`src/rtl/tugowar_referee.sv`:
```
// rtl/tugowar_referee.sv - tug-of-war round engine producing the marker LEDs and the done/winner result
module tugowar_referee #(
  parameter int NUM_LIGHTS     = 9,
  parameter int LOCKOUT_CYCLES = 0
) (
  input  logic                  clk,
  input  logic                  reset,
  input  logic                  l_press,
  input  logic                  r_press,
  input  logic                  restart,
  input  logic                  match_over,
  output logic [NUM_LIGHTS-1:0] leds,
  output logic                  done,
  output logic [1:0]            winner
);

  localparam int C  = (NUM_LIGHTS - 1) / 2;
  localparam int PW = $clog2(NUM_LIGHTS);
  localparam int CW = (LOCKOUT_CYCLES > 0) ? $clog2(LOCKOUT_CYCLES + 1) : 1;

  localparam logic [PW-1:0]         POS_C    = PW'(C);
  localparam logic [PW-1:0]         POS_MAX  = PW'(NUM_LIGHTS - 1);
  localparam logic [CW-1:0]         CNT_LOAD = CW'(LOCKOUT_CYCLES);
  localparam logic [NUM_LIGHTS-1:0] LED_C    = NUM_LIGHTS'(1) << C;

  typedef enum logic {PLAY, WON} state_t;

  state_t        state;
  logic [PW-1:0] pos;
  logic [CW-1:0] lock_cnt;

  // Round state machine: marker position, lockout timer and the registered result outputs
  always_ff @(posedge clk or posedge reset) begin
    if (reset) begin
      state    <= PLAY;
      pos      <= POS_C;
      leds     <= LED_C;
      done     <= 1'b0;
      winner   <= 2'b00;
      lock_cnt <= '0;
    end else begin
      // Timer runs down in either state; any later load or clear below overrides it
      if (lock_cnt != '0) begin
        lock_cnt <= lock_cnt - CW'(1);
      end
      case (state)
        PLAY: begin
          if (restart) begin
            // Re-centre takes priority over a press arriving in the same cycle
            pos      <= POS_C;
            leds     <= LED_C;
            lock_cnt <= '0;
          end else if (lock_cnt == '0) begin
            if (l_press && !r_press) begin
              lock_cnt <= CNT_LOAD;
              if (pos < POS_MAX) begin
                pos  <= pos + PW'(1);
                leds <= {leds[NUM_LIGHTS-2:0], 1'b0};
              end else begin
                state  <= WON;
                done   <= 1'b1;
                winner <= 2'b01;
              end
            end else if (r_press && !l_press) begin
              lock_cnt <= CNT_LOAD;
              if (pos > '0) begin
                pos  <= pos - PW'(1);
                leds <= {1'b0, leds[NUM_LIGHTS-1:1]};
              end else begin
                state  <= WON;
                done   <= 1'b1;
                winner <= 2'b10;
              end
            end
          end
        end
        WON: begin
          // Result is frozen; only a restart outside a finished match reopens play
          if (restart && !match_over) begin
            state    <= PLAY;
            pos      <= POS_C;
            leds     <= LED_C;
            done     <= 1'b0;
            winner   <= 2'b00;
            lock_cnt <= '0;
          end
        end
        default: state <= PLAY;
      endcase
    end
  end

endmodule
```
`config.mk`:
```
export PLATFORM = sky130hd
export DESIGN_NAME = tugowar_referee
export DESIGN_NICKNAME = d
export VERILOG_FILES = /design/src/rtl/tugowar_referee.sv
export SDC_FILE = /design/constraint.sdc
export NUM_CORES = 1
export LEC_CHECK = 0
export CAP_MARGIN = 20
export CORE_UTILIZATION = 53
export CTS_BUF_LIST = sky130_fd_sc_hd__clkbuf_4
export DETAILED_ROUTE_END_ITERATION = 8
export PLACE_DENSITY = 0.8
export SLEW_MARGIN = 30
export SYNTH_ARGS = -nofsm -noshare
export SYNTH_HDL_FRONTEND = slang
export SYNTH_SLANG_ARGS = --single-unit
```
`constraint.sdc`:
```
create_clock -name clk -period 2 [get_ports clk]
set_clock_uncertainty 0.15 [all_clocks]
set_input_delay 0.2 -clock clk [delete_from_list [all_inputs] [get_ports clk]]
set_output_delay 0.2 -clock clk [all_outputs]
set_load 0.05 [all_outputs]
```
==> results.txt, run 1 <==
GRT Resource Usage Total - 0.2554
Final count of pins violating max slew - 0
Detailed Place HPWL - 1.798 mm
Worst Tran Pin Value - 0.6394 ns
Worst slew margin - 0.5733
First-pass GRT wire length - 3.712 mm
Post-Place Setup Slack - -0.3084 ns
Layout area overhead - 31.27%
TritonCTS Sinks - 17
Nets - 140
CTS Buf Count - 3
FF+latch count, synth - 17
Endpoints failing hold - 0
Die area - 2088 um2
Detailed-route DRC error count - 0
H-tree level count - 1
Design Area, Final - 1329 um2
Register area share after synthesis - 0.4227
Commonest non-fill, non-tap cell in the layout - buf_4
Mapped Cells - 97
Skew-Pair Late Insertion Delay - 0.29 ns
Initial antenna violation count - 0
Cell Rows - 15
CP delay by family, top - buffers and inverters
Area after DPL - 1291 um2
Post-Syn Nets - 108
Final weighted congestion in routability-driven placement - 0.8635
WL per Instance - 15.22 um
Routed Antenna Nets - 0
Max-cap viol count - 0
Worst EP required - 1.65 ns
Critical path's slowest cell - clkdlybuf4s50_1
Smallest hold slack - 0.1263 ns
CP Class - reg2out
Post-synthesis cell area - 1012 um2
Largest stage delay, worst path - 0.83 ns
Number of synthesis warnings - 0
Grt met3 use - 0.04762
Period utilisation layout - 0.9450
Worst vdd ir - 0.7005 mV
Worst Path Arrival - 1.54 ns
Most frequent cells in the layout - 17 x buf_4, 15 x dfrtp_1, 14 x clkdlybuf4s50_1
Core region area - 1764 um2
CTS tree - done
FILL cells - 149
Critical path, cell by cell - clkdlybuf4s50_1
GR peak layer - met2
CTS root buf - clkbuf_4
Clk pin slew, worst setup/hold paths - 0.11 ns
Initial Util - 0.5738
Top Ports - 18
Largest net degree at the start of global routing - 18
Final Routed Wirelength - 2.328 mm
Endpoints failing setup - 0
Longest Clk Path Bufs - 2
Total number of vias - 877
RSZ-0062 raised after global routing - no
Max Clock Freq - 0.5291 GHz
Vias in the first global route - 804
Hold_buf cts - 0
Pre-Repair DR Iteration Count - 4
Crit end category - output port
Via density - 5.732
Netlist cell types - 35
Met2 Track Usage GR - 0.3886
N_diodes - 0
GRT overflow - 0
Setup WS post-layout - 0.1101 ns
Pwr dens - 1054 nW/um2
Min Clock Period, post-route - 1.890 ns
Initial DRC count - 18
Share of cells above drive strength 1 - 0.2422
WP buf/inv - 1
CP Launch Type - flip-flop
Port Buffer Count - 17
Total setup buffers inserted after CTS - 0
Max FO, Critical Path - 4
Leak - 0.5871 nW
Met1 Track Usage GR - 0.3671
Die height - 45.70 um
Outcome - complete, no violations
HP Class - in2async
Synth Area per Inst - 10.44 um2
Die width - 45.70 um
==> synthesized netlist by cell type <==
master     instances  share of area
a21o_2             1         0.0087
a21oi_1            3          0.015
a21oi_4            1          0.016
a311oi_1           1         0.0087
a31oi_1            1         0.0062
a32o_1             3          0.030
buf_2              2         0.0099
buf_6              2          0.022
clkbuf_1           2         0.0074
dfrtp_1           15           0.37
dfstp_2            2          0.052
ha_1               5          0.062
inv_1              7          0.026
mux2_2             1          0.011
mux2i_1            7          0.069
nand2_1            7          0.026
nand2b_1           2          0.012
nand3_1            4          0.020
nand4_1            2          0.012
nor2_1             2         0.0074
nor3_1             1         0.0049
nor3b_1            1         0.0074
nor4_1             1         0.0062
o21a_1             1         0.0074
o21ai_0            4          0.020
o21ba_2            1         0.0099
o22a_1             2          0.017
o2bb2ai_1          7          0.061
o311ai_0           2          0.017
o311ai_1           1         0.0087
or2_2              1         0.0062
or3_1              1         0.0062
or4_1              1         0.0074
or4_4              1          0.011
xnor2_1            2          0.017
==> power breakdown <==
part           internal, mW  switching (mW)  total [mW]
Clock                0.0911           0.112       0.203
Sequential            0.432          0.0791       0.512
Combinational         0.293           0.393       0.686
Total                 0.816           0.584        1.40
==> metal layers <==
| layer | up-vias | wire [um] |
|---|---|---|
| li1 | 427 | - |
| met1 | 428 | 1086 |
| met2 | 18 | 1132 |
| met3 | 4 | 85 |
| met4 | 0 | 23 |
| met5 | - | 0 |
==> worst paths after layout <==
check / from / endpoint / slack, ns / depth (start not counted)
max: leds[3]$_DFFE_PP0P_ / leds[3] / 0.11 / 1
max in group asynchronous: reset / pos[1]$_DFFE_PP0P_ / 1.16 / 2
min in group clk: r_press / winner[1]$_DFFE_PP0P_ / 0.40 / 5
min reg2reg: leds[7]$_DFFE_PP0P_ / leds[7]$_DFFE_PP0P_ / 0.40 / 1
max reg2reg: pos[2]$_DFFE_PP1P_ / pos[3]$_DFFE_PP0P_ / 0.14 / 4
min: reset / leds[5]$_DFFE_PP0P_ / 0.13 / 2
==> through the flow <==
stage	power, mW	cells	TNS [ns]	utilization
4_1_cts	1.400	153	0	0.7504
6_report	1.401	153	0	0.7532
3_5_place_dp	1.203	149	-1.967	0.7319
3_3_place_gp	1.172	149	-1.198	0.7319
2_1_floorplan	0.9755	97	0	-
5_1_grt	1.479	153	0	0.7532
==> layout make-up <==
type,count,area (um2),area share
multi-input combinational,67,520.5,0.3917
sequential,17,427.9,0.3220
timing repair buffer,33,292.8,0.2203
tap,25,31.28,0.02354
clock buffer,4,30.03,0.02260
inverter,7,26.28,0.01977
==> cells by family (layout without fill, tap and decap cells) <==
logic type,Yosys count,in the layout,share of synthesized area
buf+inv,13,44,0.06552
flops,17,17,0.4227
fa+ha+maj,5,5,0.06180
xor+xnor,2,2,0.01731
simple gates,24,24,0.1273
mux,8,8,0.08035
compound gates,28,28,0.2250
==> state kept, by name, indices dropped and copies added, names as in the netlist <==
| register | count |
|---|---|
| winner | 2 |
| pos | 4 |
| leds | 9 |
| done | 1 |
| state | 1 |
==> timing repair <==
item	in CTS	in global routing
cloned	0	0
pin swaps	0	1
endpoints found under the setup margin	1	2
gates resized for setup	1	3
Power figures use the tool's default switching activity.
==> run 2: changes to the inputs <==
--- a/config.mk
+++ b/config.mk
@@ -6,6 +6,7 @@
 export NUM_CORES = 1
 export LEC_CHECK = 0
 export CAP_MARGIN = 20
+export CORE_ASPECT_RATIO = 0.7
 export CORE_UTILIZATION = 53
 export CTS_BUF_LIST = sky130_fd_sc_hd__clkbuf_4
 export DETAILED_ROUTE_END_ITERATION = 8
==> run 2 against run 1 <==
Net effect: global-route usage grew 4.2 points; wire length grew 9.9%; flip-flop and latch count did not move; register-to-register slack got worse by 0.04 ns; critical path depth is 4 higher; sequential share of layout area shrank 0.54 points; first-iteration DRC count increased by 110%; power is 2.4% higher; via count grew 3.5%; non-clock buffer count up 3; critical path type is now reg2reg; largest power group unchanged; highest routed layer unchanged.
==> results.txt, run 2 (same netlist as run 1, synthesis figures left out) <==
Reg2reg setup slack - 0.10 ns (was 0.14 ns)
Area after DPL - 1309 um2 (was 1291 um2)
H-tree level count - 1 (unchanged)
Worst reg2reg path startpoint - pos[3]$_DFFE_PP0P_ (was pos[2]$_DFFE_PP1P_)
Cell Rows - 12 (was 15)
Routed Antenna Nets - 0 (unchanged)
Detailed-route DRC error count - 0 (unchanged)
FILL cells - 113 (was 149)
Regs by FF count - leds x9, pos x4, winner x2 (unchanged)
Worst vdd ir - 0.9518 mV (was 0.7005 mV)
First-pass GRT wire length - 4.140 mm (was 3.712 mm)
GRT Resource Usage Total - 0.2977 (was 0.2554)
Via density - 5.974 (was 5.732)
Die height - 38.57 um (was 45.70 um)
Most frequent cells in the layout - 20 x buf_4, 15 x dfrtp_1, 14 x clkdlybuf4s50_1 (was 17 x buf_4, 15 x dfrtp_1, 14 x clkdlybuf4s50_1)
Met2 Track Usage GR - 0.4756 (was 0.3886)
Core region area - 1682 um2 (was 1764 um2)
Die width - 54.24 um (was 45.70 um)
Detailed Place HPWL - 1.923 mm (was 1.798 mm)
CTS resizes - 0 (was 1)
Endpoints failing hold - 0 (unchanged)
Endpoints failing setup - 0 (unchanged)
CP Launch Type - flip-flop (unchanged)
Initial antenna violation count - 0 (unchanged)
Met1 Track Usage GR - 0.3821 (was 0.3671)
Worst slew margin - 0.5518 (was 0.5733)
Top Ports - 18 (unchanged)
Max Clock Freq - 0.5267 GHz (was 0.5291 GHz)
Grt met3 use - 0.07143 (was 0.04762)
Max FO, Critical Path - 6 (was 4)
Share of cells above drive strength 1 - 0.2824 (was 0.2422)
CTS tree - done (unchanged)
Skew-Pair Late Insertion Delay - 0.30 ns (was 0.29 ns)
Min Clock Period, post-route - 1.898 ns (was 1.890 ns)
Pre-Repair DR Iteration Count - 5 (was 4)
Worst Path Arrival - 1.98 ns (was 1.54 ns)
Pwr dens - 1061 nW/um2 (was 1054 nW/um2)
Clk pin slew, worst setup/hold paths - 0.11 ns (about the same)
RSZ-0062 raised after global routing - no (unchanged)
Period utilisation layout - 0.9492 (was 0.9450)
Leak - 0.6058 nW (was 0.5871 nW)
GRT overflow - 0 (unchanged)
Final Routed Wirelength - 2.558 mm (was 2.328 mm)
Largest net degree at the start of global routing - 18 (unchanged)
Final weighted congestion in routability-driven placement - 0.7736 (was 0.8635)
Final Power - 1.434 mW (was 1.401 mW)
Final count of pins violating max slew - 0 (unchanged)
Design Area, Final - 1351 um2 (was 1329 um2)
GR peak layer - met2 (unchanged)
HP Class - in2async (unchanged)
Initial Util - 0.6019 (was 0.5738)
Port Buffer Count - 17 (unchanged)
Total setup buffers inserted after CTS - 0 (unchanged)
Die area - 2092 um2 (was 2088 um2)
Initial DRC count - 38 (was 18)
Outcome - complete, no violations (unchanged)
Worst EP required - 2.08 ns (was 1.65 ns)
Longest Clk Path Bufs - 2 (unchanged)
CTS Buf Count - 3 (unchanged)
Max FFs per register - 9 (unchanged)
TritonCTS Sinks - 17 (unchanged)
Total number of vias - 908 (was 877)
Crit end category - flip-flop (was output port)
WL per Instance - 16.83 um (was 15.22 um)
Nets - 143 (was 140)
Top reg by flops - leds (unchanged)
Crit path from - pos[3]$_DFFE_PP0P_ (was leds[3]$_DFFE_PP0P_)
N_diodes - 0 (unchanged)
Max-cap viol count - 0 (unchanged)
CTS root buf - clkbuf_4 (unchanged)
CP Class - reg2reg (was reg2out)
Commonest non-fill, non-tap cell in the layout - buf_4 (unchanged)
Util after Layout - 0.8036 (was 0.7532)
Vias in the first global route - 868 (was 804)
Worst Tran Pin Value - 0.6715 ns (was 0.6394 ns)
Hold_buf cts - 0 (unchanged)
Layout area overhead - 33.50% (was 31.27%)
run 2: worst paths after layout:
kind / endpoint / depth (start not counted)
worst max register to register: leds[4]$_DFFE_PP1P_ / 5
worst max-delay path: leds[4]$_DFFE_PP1P_ / 5
worst min-delay path: state$_DFF_PP0_ / 2
max in group asynchronous: leds[7]$_DFFE_PP0P_ / 2
min in group clk: leds[3]$_DFFE_PP0P_ / 1
worst min register to register: leds[3]$_DFFE_PP0P_ / 1
run 2: cell type report:
class | instances | area, um2 | share of cell area
Multi-Input combinational cell | 67 | 525.5 | 0.3889
Tap cell | 21 | 26.28 | 0.01944
Inverter | 7 | 26.28 | 0.01944
Clock buffer | 4 | 30.03 | 0.02222
Timing Repair Buffer | 36 | 315.3 | 0.2333
Sequential cell | 17 | 427.9 | 0.3167
run 2: power by group:
part | leakage [nW] | total (mW) | switching, mW | internal, mW
Combinational | 0.363 | 0.721 | 0.413 | 0.308
Clock | 0.0184 | 0.203 | 0.111 | 0.0912
Sequential | 0.224 | 0.511 | 0.0785 | 0.432
Total | 0.606 | 1.43 | 0.603 | 0.831
run 2: routing by layer:
metal,part of all wire,up-vias
met5,0,-
met3,0.053,8
met1,0.46,434
li1,-,429
met2,0.46,37
met4,0.020,0
run 2: critical path, cell delays in order, from the launching register on:
cell	delay, ns
dfrtp_1	0.46
or4_4	0.55
a21oi_4	0.23
a21oi_1	0.09
buf_4	0.16
o22a_1	0.19
run 2: stage by stage:
step / TNS (ns) / hold WS, ns / worst slack [ns] / cells
6_report: 0 / 0.1366 / 0.1016 / 152
5_1_grt: 0 / 0.2193 / 0.001958 / 152
4_1_cts: 0 / 0.1413 / 0.008111 / 152
3_5_place_dp: -2.111 / 0.3839 / -0.3082 / 148
3_3_place_gp: -0.9979 / 0.3448 / -0.2201 / 148
2_1_floorplan: 0 / -0.02539 / 0.01529 / 97
==> run 3: changes to the inputs <==
--- a/config.mk
+++ b/config.mk
@@ -5,8 +5,7 @@
 export SDC_FILE = /design/constraint.sdc
 export NUM_CORES = 1
 export LEC_CHECK = 0
-export CAP_MARGIN = 20
-export CORE_ASPECT_RATIO = 0.7
+export CORE_ASPECT_RATIO = 1.2
 export CORE_UTILIZATION = 53
 export CTS_BUF_LIST = sky130_fd_sc_hd__clkbuf_4
 export DETAILED_ROUTE_END_ITERATION = 8
==> run 3 against run 2 <==
Net effect: sequential share of layout area increased by 0.24 points; utilization decreased by 1.5 points; register-to-register slack about the same; first-iteration DRC count decreased by 63%; critical path depth increased by 3; clock-buffer cell count decreased by 1; power decreased by 2.9%; die area about the same; cell count decreased by 2.0%; via count decreased by 4.0%.
==> results.txt, run 3 (same netlist as run 1, synthesis figures left out) <==
Pre-Repair DR Iteration Count - 4 (was 5)
N_diodes - 0 (unchanged)
Worst slew margin - 0.5769 (was 0.5518)
RSZ-0062 raised after global routing - yes (was no)
Port Buffer Count - 17 (unchanged)
Top Ports - 18 (unchanged)
Final count of pins violating max slew - 0 (unchanged)
CTS Buf Count - 3 (unchanged)
Nets - 143 (unchanged)
Top reg by flops - leds (unchanged)
Max FFs per register - 9 (unchanged)
Commonest non-fill, non-tap cell in the layout - buf_4 (unchanged)
CP Capture Point - pos[3]$_DFFE_PP0P_ (was leds[4]$_DFFE_PP1P_)
Pwr dens - 1038 nW/um2 (was 1061 nW/um2)
Min Clock Period, post-route - 1.977 ns (was 1.898 ns)
Period utilisation layout - 0.9886 (was 0.9492)
Outcome - complete, no violations (unchanged)
Final Routed Wirelength - 2.237 mm (was 2.558 mm)
Detailed Place HPWL - 1.708 mm (was 1.923 mm)
Reg-to-Reg End - leds[8]$_DFFE_PP0P_ (was leds[4]$_DFFE_PP1P_)
Setup WS post-layout - 0.02276 ns (was 0.1016 ns)
Share of cells above drive strength 1 - 0.2672 (was 0.2824)
WL per Instance - 15.01 um (was 16.83 um)
Reg2reg setup slack - 0.11 ns (was 0.10 ns)
FILL cells - 125 (was 113)
CTS tree - done (unchanged)
Crit path from - r_press (was pos[3]$_DFFE_PP0P_)
Die height - 49.88 um (was 38.57 um)
Initial DRC count - 14 (was 38)
Worst Path Arrival - 2.05 ns (was 1.98 ns)
Endpoints failing hold - 0 (unchanged)
Max FO, Critical Path - 2 (was 6)
Die width - 41.90 um (was 54.24 um)
TritonCTS Sinks - 17 (unchanged)
Hold_buf cts - 0 (unchanged)
Initial Util - 0.5949 (was 0.6019)
Worst vdd ir - 0.6947 mV (was 0.9518 mV)
CP Launch Type - input port (was flip-flop)
First-pass GRT wire length - 3.836 mm (was 4.140 mm)
Post-Place Setup Slack - -0.2788 ns (was -0.3082 ns)
Crit end category - flip-flop (unchanged)
Routed Antenna Nets - 0 (unchanged)
Worst Tran Pin Value - 0.6339 ns (was 0.6715 ns)
CTS resizes - 0 (unchanged)
Die area - 2090 um2 (was 2092 um2)
Leak - 0.5839 nW (was 0.6058 nW)
Via density - 5.852 (was 5.974)
Worst EP required - 2.08 ns (about the same)
Final Power - 1.392 mW (was 1.434 mW)
Skew-Pair Late Insertion Delay - 0.28 ns (was 0.30 ns)
H-tree level count - 1 (unchanged)
Largest net degree at the start of global routing - 18 (unchanged)
Worst reg2reg path startpoint - pos[3]$_DFFE_PP0P_ (unchanged)
Core region area - 1702 um2 (was 1682 um2)
GRT Resource Usage Total - 0.2371 (was 0.2977)
Reg2Reg Depth - 5 (unchanged)
Total setup buffers inserted after CTS - 0 (unchanged)
GRT overflow - 0 (unchanged)
Total number of vias - 872 (was 908)
Max-cap viol count - 0 (unchanged)
Clk pin slew, worst setup/hold paths - 0.10 ns (was 0.11 ns)
CP Class - in2reg (was reg2reg)
CTS root buf - clkbuf_4 (unchanged)
Layout area overhead - 32.51% (was 33.50%)
Detailed-route DRC error count - 0 (unchanged)
Endpoints failing setup - 0 (unchanged)
Longest Clk Path Bufs - 2 (unchanged)
Most frequent cells in the layout - 20 x buf_4, 16 x clkdlybuf4s50_1, 15 x dfrtp_1 (was 20 x buf_4, 15 x dfrtp_1, 14 x clkdlybuf4s50_1)
Util after Layout - 0.7882 (was 0.8036)
Final weighted congestion in routability-driven placement - 0.7967 (was 0.7736)
Cell Rows - 16 (was 12)
Regs by FF count - leds x9, pos x4, winner x2 (unchanged)
Vias in the first global route - 856 (was 868)
HP Class - in2async (unchanged)
Max Clock Freq - 0.5058 GHz (was 0.5267 GHz)
Initial antenna violation count - 0 (unchanged)
[run 3: how the worst min path moves through the flow]
stage	start	endpoint	slack [ns]	depth (start not counted)
CTS	reset	done$_DFFE_PP0P_	0.16	2
finish	reset	done$_DFFE_PP0P_	0.13	2
detailed placement	leds[0]$_DFFE_PP0P_	leds[0]$_DFFE_PP0P_	0.37	1
global route	reset	pos[3]$_DFFE_PP0P_	0.23	2
global placement	done$_DFFE_PP0P_	done$_DFFE_PP0P_	0.34	2
floorplan	reset	done$_DFFE_PP0P_	-0.03	1
[run 3: layout make-up]
cell class / count / area [um2] / area share
multi-input combinational: 67 / 526.8 / 0.3927
tap: 18 / 22.52 / 0.01679
clock buffer: 3 / 22.52 / 0.01679
sequential: 17 / 427.9 / 0.3190
clock inverter: 1 / 5.005 / 0.003731
inverter: 7 / 26.28 / 0.01959
timing repair buffer: 36 / 310.3 / 0.2313
[run 3: routing by layer]
layer / up-vias / track usage / share of wire
met5: - / 0 / 0
met4: 0 / 0.05914 / 0
met3: 0 / 0.04029 / 0.040
met2: 19 / 0.4063 / 0.50
met1: 427 / 0.3088 / 0.46
li1: 426 / - / -
[run 3: stage by stage]
stage / std cells / cell area (um2) / hold slack [ns] / setup TNS, ns
after global routing: 149 / 1341 / 0.2257 / -0.07544
after CTS: 149 / 1333 / 0.1584 / 0
after global placement: 145 / 1305 / 0.3412 / -1.471
after floorplan: 97 / 1015 / -0.02539 / 0
final: 149 / 1341 / 0.1338 / 0
after detailed placement: 145 / 1305 / 0.3689 / -2.160
[run 3: where the power goes]
group          internal, mW  total [mW]  switching, mW
clock                0.0742       0.184          0.110
combinational         0.308       0.700          0.391
sequential            0.432       0.508         0.0760
total                 0.814        1.39          0.577
[run 3: critical path: stages]
cell	delay, ns
clkdlybuf4s50_1	0.48
inv_1	0.06
ha_1	0.20
inv_2	0.06
ha_1	0.23
a32o_1	0.23
or4_1	0.50
nand3_1	0.10
